==> config.mk <==
export PLATFORM = sky130hd
export DESIGN_NAME = mips_lsu_bridge_flat
export DESIGN_NICKNAME = d
export VERILOG_FILES = /design/src/rtl/mips_mem_pkg.sv /design/src/rtl/mips_lsu_bridge_if.sv /design/src/rtl/mips_load_align.sv /design/src/rtl/mips_lsu_bridge.sv /design/src/flat_wrapper.sv
export SDC_FILE = /design/constraint.sdc
export NUM_CORES = 1
export LEC_CHECK = 0
export ABC_AREA = 1
export BUFFER_PORTS_ARGS = -buffer_cell sky130_fd_sc_hd__buf_2
export CAP_MARGIN = 40
export CELL_PAD_IN_SITES_DETAIL_PLACEMENT = 1
export CELL_PAD_IN_SITES_GLOBAL_PLACEMENT = 1
export CORE_MARGIN = 3
export CORE_UTILIZATION = 34
export DETAILED_ROUTE_END_ITERATION = 16
export PLACE_DENSITY_LB_ADDON = 0.05
export SYNTH_ARGS = -nofsm -noshare
export SYNTH_HDL_FRONTEND = slang
export SYNTH_HIERARCHICAL = 1
export SYNTH_SLANG_ARGS = --single-unit
==> constraint.sdc <==
create_clock -name clk -period 2.6 [get_ports clk]
set_input_delay 0.26 -clock clk [delete_from_list [all_inputs] [get_ports clk]]
set_output_delay 0.26 -clock clk [all_outputs]
set_load 0.01 [all_outputs]
==> src/rtl/mips_mem_pkg.sv <==
// ============================================================================
// Module : mips_mem_pkg
// Brief  : Access-size codes, LSU state encoding and lane helper functions.
// Rev    : 1.0  initial release
// ============================================================================
`default_nettype none

package mips_mem_pkg;

    localparam logic [1:0] SIZE_B = 2'b00;
    localparam logic [1:0] SIZE_H = 2'b01;
    localparam logic [1:0] SIZE_W = 2'b10;
    localparam logic [1:0] SIZE_R = 2'b11;

    typedef enum logic [1:0] {
        ST_IDLE = 2'd0,
        ST_REQ  = 2'd1,
        ST_WAIT = 2'd2,
        ST_DONE = 2'd3
    } lsu_state_e;

    function automatic logic [3:0] be_table(input logic [1:0] size, input logic [1:0] off);
        logic [3:0] be;
        case (size)
            SIZE_B:  be = 4'b0001 << off;
            SIZE_H:  be = off[1] ? 4'b1100 : 4'b0011;
            SIZE_W:  be = 4'b1111;
            default: be = 4'b0000;
        endcase
        return be;
    endfunction

    function automatic logic is_legal(input logic [1:0] size, input logic [1:0] off);
        logic ok;
        case (size)
            SIZE_B:  ok = 1'b1;
            SIZE_H:  ok = ~off[0];
            SIZE_W:  ok = (off == 2'b00);
            default: ok = 1'b0;
        endcase
        return ok;
    endfunction

    // Narrow stores are copied onto every lane so the byte enables alone pick the target.
    function automatic logic [31:0] wdata_lanes(input logic [1:0] size, input logic [31:0] wdata);
        logic [31:0] d;
        case (size)
            SIZE_B:  d = {4{wdata[7:0]}};
            SIZE_H:  d = {2{wdata[15:0]}};
            default: d = wdata;
        endcase
        return d;
    endfunction

endpackage

`default_nettype wire

==> src/rtl/mips_lsu_bridge_if.sv <==
// ============================================================================
// Module : mips_lsu_bridge_if
// Brief  : Handshaked data-memory bus between the LSU bridge and memory.
// Rev    : 1.0  initial release
// ============================================================================
`default_nettype none

interface mips_lsu_bridge_if;
    logic        mem_req;
    logic        mem_we;
    logic [31:0] mem_addr;
    logic [3:0]  mem_be;
    logic [31:0] mem_wdata;
    logic        mem_gnt;
    logic        mem_rvalid;
    logic [31:0] mem_rdata;

    modport master (
        output mem_req, mem_we, mem_addr, mem_be, mem_wdata,
        input  mem_gnt, mem_rvalid, mem_rdata
    );

    modport slave (
        input  mem_req, mem_we, mem_addr, mem_be, mem_wdata,
        output mem_gnt, mem_rvalid, mem_rdata
    );
endinterface

`default_nettype wire

==> src/rtl/mips_load_align.sv <==
// ============================================================================
// Module : mips_load_align
// Brief  : Selects the addressed byte/half lane of a bus word and extends it.
// Rev    : 1.0  initial release
// ============================================================================
`default_nettype none

module mips_load_align
    import mips_mem_pkg::*;
(
    input  logic [31:0] i_mem_rdata,
    input  logic [1:0]  i_off,
    input  logic [1:0]  i_size,
    input  logic        i_sign_ext,
    output logic [31:0] o_data
);

    logic [31:0] w_shifted;
    logic [7:0]  w_byte;
    logic [15:0] w_half;

    assign w_shifted = i_mem_rdata >> {i_off, 3'b000};
    assign w_byte    = w_shifted[7:0];
    assign w_half    = i_off[1] ? i_mem_rdata[31:16] : i_mem_rdata[15:0];

    always_comb begin
        o_data = 32'h0;
        case (i_size)
            SIZE_B:  o_data = {{24{i_sign_ext & w_byte[7]}}, w_byte};
            SIZE_H:  o_data = {{16{i_sign_ext & w_half[15]}}, w_half};
            SIZE_W:  o_data = i_mem_rdata;
            default: o_data = 32'h0;
        endcase
    end

endmodule

`default_nettype wire

==> src/rtl/mips_lsu_bridge.sv <==
// ============================================================================
// Module : mips_lsu_bridge
// Brief  : Load/store unit bridging the single-cycle datapath to a slow bus.
// Rev    : 1.0  initial release
// ============================================================================
`default_nettype none

module mips_lsu_bridge
    import mips_mem_pkg::*;
#(
    parameter int TIMEOUT_CYC = 16
) (
    input  logic                     clk,
    input  logic                     rst,
    input  logic                     req,
    input  logic                     we,
    input  logic [1:0]               size,
    input  logic                     sign_ext,
    input  logic [31:0]              addr,
    input  logic [31:0]              wdata,
    output logic [31:0]              rdata,
    output logic                     stall,
    output logic                     err,
    mips_lsu_bridge_if.master        bus
);

    localparam int               CNT_W     = $clog2(TIMEOUT_CYC + 1);
    localparam logic [CNT_W-1:0] C_TO_LAST = CNT_W'(TIMEOUT_CYC - 1);

    lsu_state_e       r_state;
    lsu_state_e       w_state_nxt;
    logic [1:0]       r_size;
    logic [1:0]       r_off;
    logic             r_sign_ext;
    logic             r_mem_req;
    logic             r_mem_we;
    logic [31:0]      r_mem_addr;
    logic [3:0]       r_mem_be;
    logic [31:0]      r_mem_wdata;
    logic [31:0]      r_rdata;
    logic             r_timeout;
    logic [CNT_W-1:0] r_cnt;

    logic             w_legal;
    logic             w_accept;
    logic             w_capture;
    logic             w_abort;
    logic             w_expired;
    logic             w_busy_nxt;
    logic [31:0]      w_align_data;

    mips_load_align u_align (
        .i_mem_rdata (bus.mem_rdata),
        .i_off       (r_off),
        .i_size      (r_size),
        .i_sign_ext  (r_sign_ext),
        .o_data      (w_align_data)
    );

    assign w_legal   = is_legal(size, addr[1:0]);
    assign w_accept  = (r_state == ST_IDLE) && req && w_legal;
    assign w_expired = (r_cnt == C_TO_LAST);

    always_comb begin
        w_state_nxt = r_state;
        w_capture   = 1'b0;
        w_abort     = 1'b0;
        stall       = 1'b0;
        err         = 1'b0;
        rdata       = 32'h0;
        case (r_state)
            ST_IDLE: begin
                if (req) begin
                    if (w_legal) begin
                        stall       = 1'b1;
                        w_state_nxt = ST_REQ;
                    end else begin
                        // A reset already pending this cycle suppresses the error report.
                        err = rst;
                    end
                end
            end
            ST_REQ: begin
                stall = 1'b1;
                if (bus.mem_gnt) begin
                    if (r_mem_we) begin
                        w_state_nxt = ST_DONE;
                    end else if (bus.mem_rvalid) begin
                        w_capture   = 1'b1;
                        w_state_nxt = ST_DONE;
                    end else begin
                        w_state_nxt = ST_WAIT;
                    end
                end else if (w_expired) begin
                    w_abort     = 1'b1;
                    w_state_nxt = ST_DONE;
                end
            end
            ST_WAIT: begin
                stall = 1'b1;
                if (bus.mem_rvalid) begin
                    w_capture   = 1'b1;
                    w_state_nxt = ST_DONE;
                end else if (w_expired) begin
                    w_abort     = 1'b1;
                    w_state_nxt = ST_DONE;
                end
            end
            ST_DONE: begin
                rdata       = r_rdata;
                err         = r_timeout;
                w_state_nxt = ST_IDLE;
            end
            default: w_state_nxt = ST_IDLE;
        endcase
    end

    assign w_busy_nxt = (w_state_nxt == ST_REQ) || (w_state_nxt == ST_WAIT);

    always_ff @(posedge clk) begin
        if (!rst) begin
            r_state     <= ST_IDLE;
            r_size      <= 2'b00;
            r_off       <= 2'b00;
            r_sign_ext  <= 1'b0;
            r_mem_req   <= 1'b0;
            r_mem_we    <= 1'b0;
            r_mem_addr  <= 32'h0;
            r_mem_be    <= 4'h0;
            r_mem_wdata <= 32'h0;
            r_rdata     <= 32'h0;
            r_timeout   <= 1'b0;
            r_cnt       <= '0;
        end else begin
            r_state   <= w_state_nxt;
            r_mem_req <= (w_state_nxt == ST_REQ);
            if (w_accept) begin
                r_size      <= size;
                r_off       <= addr[1:0];
                r_sign_ext  <= sign_ext;
                r_mem_we    <= we;
                r_mem_addr  <= {addr[31:2], 2'b00};
                r_mem_be    <= be_table(size, addr[1:0]);
                r_mem_wdata <= wdata_lanes(size, wdata);
                r_rdata     <= 32'h0;
                r_timeout   <= 1'b0;
            end
            if (w_capture) begin
                r_rdata <= w_align_data;
            end
            if (w_abort) begin
                r_rdata   <= 32'h0;
                r_timeout <= 1'b1;
            end
            // Counts cycles already spent in REQ/WAIT for the current access.
            if (((r_state == ST_REQ) || (r_state == ST_WAIT)) && w_busy_nxt) begin
                r_cnt <= r_cnt + CNT_W'(1);
            end else begin
                r_cnt <= '0;
            end
        end
    end

    assign bus.mem_req   = r_mem_req;
    assign bus.mem_we    = r_mem_we;
    assign bus.mem_addr  = r_mem_addr;
    assign bus.mem_be    = r_mem_be;
    assign bus.mem_wdata = r_mem_wdata;

endmodule

`default_nettype wire

==> src/flat_wrapper.sv <==
// flat-port wrapper written by rule: the top's interface ports become plain ports
module mips_lsu_bridge_flat import mips_mem_pkg::*;
#(
    parameter int TIMEOUT_CYC = 16
)
  (clk, rst, req, we, size, sign_ext, addr, wdata, rdata, stall, err, bus_mem_req, bus_mem_we, bus_mem_addr, bus_mem_be, bus_mem_wdata, bus_mem_gnt, bus_mem_rvalid, bus_mem_rdata);
  mips_lsu_bridge_if bus_i ();
  input  logic clk;
  input  logic rst;
  input  logic req;
  input  logic we;
  input  logic [1:0] size;
  input  logic sign_ext;
  input  logic [31:0] addr;
  input  logic [31:0] wdata;
  output logic [31:0] rdata;
  output logic stall;
  output logic err;
  output wire logic [$bits(bus_i.mem_req)-1:0] bus_mem_req;
  output wire logic [$bits(bus_i.mem_we)-1:0] bus_mem_we;
  output wire logic [$bits(bus_i.mem_addr)-1:0] bus_mem_addr;
  output wire logic [$bits(bus_i.mem_be)-1:0] bus_mem_be;
  output wire logic [$bits(bus_i.mem_wdata)-1:0] bus_mem_wdata;
  input wire logic [$bits(bus_i.mem_gnt)-1:0] bus_mem_gnt;
  input wire logic [$bits(bus_i.mem_rvalid)-1:0] bus_mem_rvalid;
  input wire logic [$bits(bus_i.mem_rdata)-1:0] bus_mem_rdata;
  assign bus_mem_req = bus_i.mem_req;
  assign bus_mem_we = bus_i.mem_we;
  assign bus_mem_addr = bus_i.mem_addr;
  assign bus_mem_be = bus_i.mem_be;
  assign bus_mem_wdata = bus_i.mem_wdata;
  assign bus_i.mem_gnt = bus_mem_gnt;
  assign bus_i.mem_rvalid = bus_mem_rvalid;
  assign bus_i.mem_rdata = bus_mem_rdata;
  mips_lsu_bridge #(.TIMEOUT_CYC(TIMEOUT_CYC)) u_core (.clk(clk), .rst(rst), .req(req), .we(we), .size(size), .sign_ext(sign_ext), .addr(addr), .wdata(wdata), .rdata(rdata), .stall(stall), .err(err), .bus(bus_i));
endmodule
==> flow_summary.yaml <==
run:
  drv_cap: 0
timing:
  min_period_over_period_pct: 88.3
  hold_viol: 0
  period_minus_slack_ns: 2.30
  setup_viol: 0
  relSlewSlack_pct: 60.2
  tns_ns: 0
  whs_ns: 0.0870
  worstMarginPinSlew_ns: 0.597
  slew_violations: 0
  max_freq_mhz: 435
  skew_ns: 0.0126
  rsz0062_at_grt: "no"
layout:
  layout_common_cells: "nand2_1, buf_2, a21oi_1"
  final_common_cell: "nand2_1"
  drive_gt1_share_pct: 25.4
  postLayoutCoreUtil_pct: 45.6
  nNetsFinal: 1215
  nFillCells: 2251
  area_growth_pct: 30.0
  insertedDiodeCount: 0
  final_cells: 1333
route:
  drcViolationCount: 0
  routedWlPerCell_um: 14.8
  wl_um: 19800
  num_vias: 6361
  viasPerCell: 4.77
  drtIter0Drc: 293
  dr.pass1.iters: 4
  ant_nets: 0
clock_network:
  clkSinkCount: 113
  cts_buffer_depth: 2
  insertion_delay_ns: 0.42
  holdBufCountCts: 0
  cts_tree: "done"
  cts_buffers: 17
  postCtsSetupBuffers: 0
  cts-resized-gates: 0
  clkTransAtPathRegs_ns: 0.06
  root_buffer: "clkbuf_16"
  cts-htree-levels: 4
floorplan:
  num_rows: 47
  io_pins: 209
  dieHeight_um: 137
  core-area_mm2: 0.0167
  start_util_pct: 35.1
  die_width_um: 137
  die-area_mm2: 0.0188
pwr:
  p_per_area_mw_per_mm2: 664
  p_leak_nw: 3.99
  power_mw: 5.05
  peakVddDrop_mv: 0.497
setup_path:
  critPathTopFamily: "buffers and inverters"
  worstPathArrival_ns: 2.04
  slowest_delay_ns: 0.34
  crit_chain: "inv_1 -> ha_1 -> nand2_1 -> inv_1 -> nand3_4 -> a21oi_1 -> buf_2"
  worst-setup-path-type: "reg2out"
  endpoint_kind: "output port"
  cp_num_buf_inv: 3
  crit_fanout: 22
  crit_path_top_delay_cell: "dfxtp_1"
  worstPathRequired_ns: 2.34
  start_kind: "register"
  crit_top_cell: "inv_1"
synthesis:
  syn_avg_cell_area_um2: 6.39
  ys_ff_latch: 113
  yosysSeqAreaShare_pct: 38.6
  yosysUniqueCellTypes: 28
  syn_inst: 916
  yosysWarnings: 6
  netlist_area_mm2: 0.00586
place:
  gp_congestion: 0.833
  placed_cells: 1301
  port_buffers: 206
  dp.final_hpwl_um: 14400
grt:
  grt_pass1_wl_um: 31000
  grt_use_total_pct: 21.0
  grt_max_degree: 73
  antenna_found_initial: 3
  grt_pass1_vias: 6252
  overflow: 0
status:
  outcome: "finished, final reports clean"
hold_path:
  hold_path_class: "in2reg"
[final cells by class]
class | instances | area (um2) | area share [%]
Clock inverter | 14 | 156 | 2.05
Multi-Input combinational cell | 652 | 2940 | 38.6
Inverter | 94 | 355 | 4.67
Clock buffer | 18 | 439 | 5.77
Sequential cell | 113 | 2260 | 29.7
Tap cell | 220 | 275 | 3.62
Timing Repair Buffer | 222 | 1190 | 15.6
[power breakdown]
part / internal, mW / total (mW) / switching, mW
registers: 1.82 / 1.87 / 0.0514
clock network: 1.45 / 2.32 / 0.879
logic: 0.298 / 0.857 / 0.560
[cell usage after synthesis]
master,n,share of area (%)
inv_1,88,5.6
buf_4,12,1.5
nand2_4,1,0.19
or2_2,1,0.11
nand3_1,87,7.4
buf_6,3,0.58
inv_4,1,0.11
nand2_1,360,23
o21ai_4,1,0.28
nand3_4,1,0.30
inv_2,5,0.32
o21ai_2,1,0.15
buf_2,17,1.5
dfxtp_1,113,39
clkbuf_1,23,1.5
a22oi_1,1,0.13
nand2_2,14,1.5
nand3_2,1,0.17
buf_1,3,0.19
o21ai_0,21,1.8
ha_1,10,2.1
nand4_1,1,0.11
nor2_4,2,0.38
nor2_1,20,1.3
conb_1,1,0.064
nor3b_1,1,0.13
a21oi_1,126,11
nor3_1,1,0.085
[final timing paths]
| kind | cells past startpoint | slack, ns | start | to |
|---|---|---|---|---|
| setup / recovery | 7 | 0.30 | u_core/r_state[0] | stall |
| hold / removal | 3 | 0.09 | addr[24] | u_core/bus.mem_addr[24] |
| setup reg to reg | 14 | 0.32 | u_core/r_cnt[0] | u_core/r_cnt[2] |
| hold reg to reg | 2 | 0.46 | u_core/bus.mem_wdata[17] | u_core/bus.mem_wdata[17] |
[flip-flops by register name (all words and copies together) (netlist names)]
register	flops
u_core/r_rdata	32
u_core/r_state	2
u_core/r_timeout	1
u_core/r_cnt	5
u_core/r_size	2
u_core/bus.mem_be	4
u_core/r_sign_ext	1
u_core/bus.mem_req	1
u_core/bus.mem_we	1
u_core/r_off	2
u_core/bus.mem_wdata	32
u_core/bus.mem_addr	30
[worst min-delay path: stages]
cell,delay [ns]
buf_2,0.09
nand2_1,0.05
a21oi_1,0.05
[per-layer routing]
| layer | global-route usage [%] | wire length (um) | vias up |
|---|---|---|---|
| met1 | 25.1 | 8470 | 2946 |
| met3 | 8.51 | 1600 | 18 |
| met2 | 35.2 | 9450 | 158 |
| met4 | 4.99 | 197 | 6 |
| met5 | 0 | 34 | - |
| li1 | - | - | 3233 |
[cell families after synthesis]
| logic type | share of synthesized area [%] |
|---|---|
| AOI/OAI and AO/OA | 13.1 |
| buffers and inverters | 11.3 |
| adders and majority gates | 2.14 |
| and+or+nand+nor | 34.8 |
| DFF | 38.6 |
| other | 0.0640 |
[per-stage QoR]
stage	setup WS, ns	cell area (um2)
2_1_floorplan	0.580	5860
5_1_grt	0.0670	7610
6_report	0.304	7610
4_1_cts	0.215	7610
3_3_place_gp	0.439	7020
3_5_place_dp	0.332	7020
No activity file was read; power rests on OpenSTA's default activity.
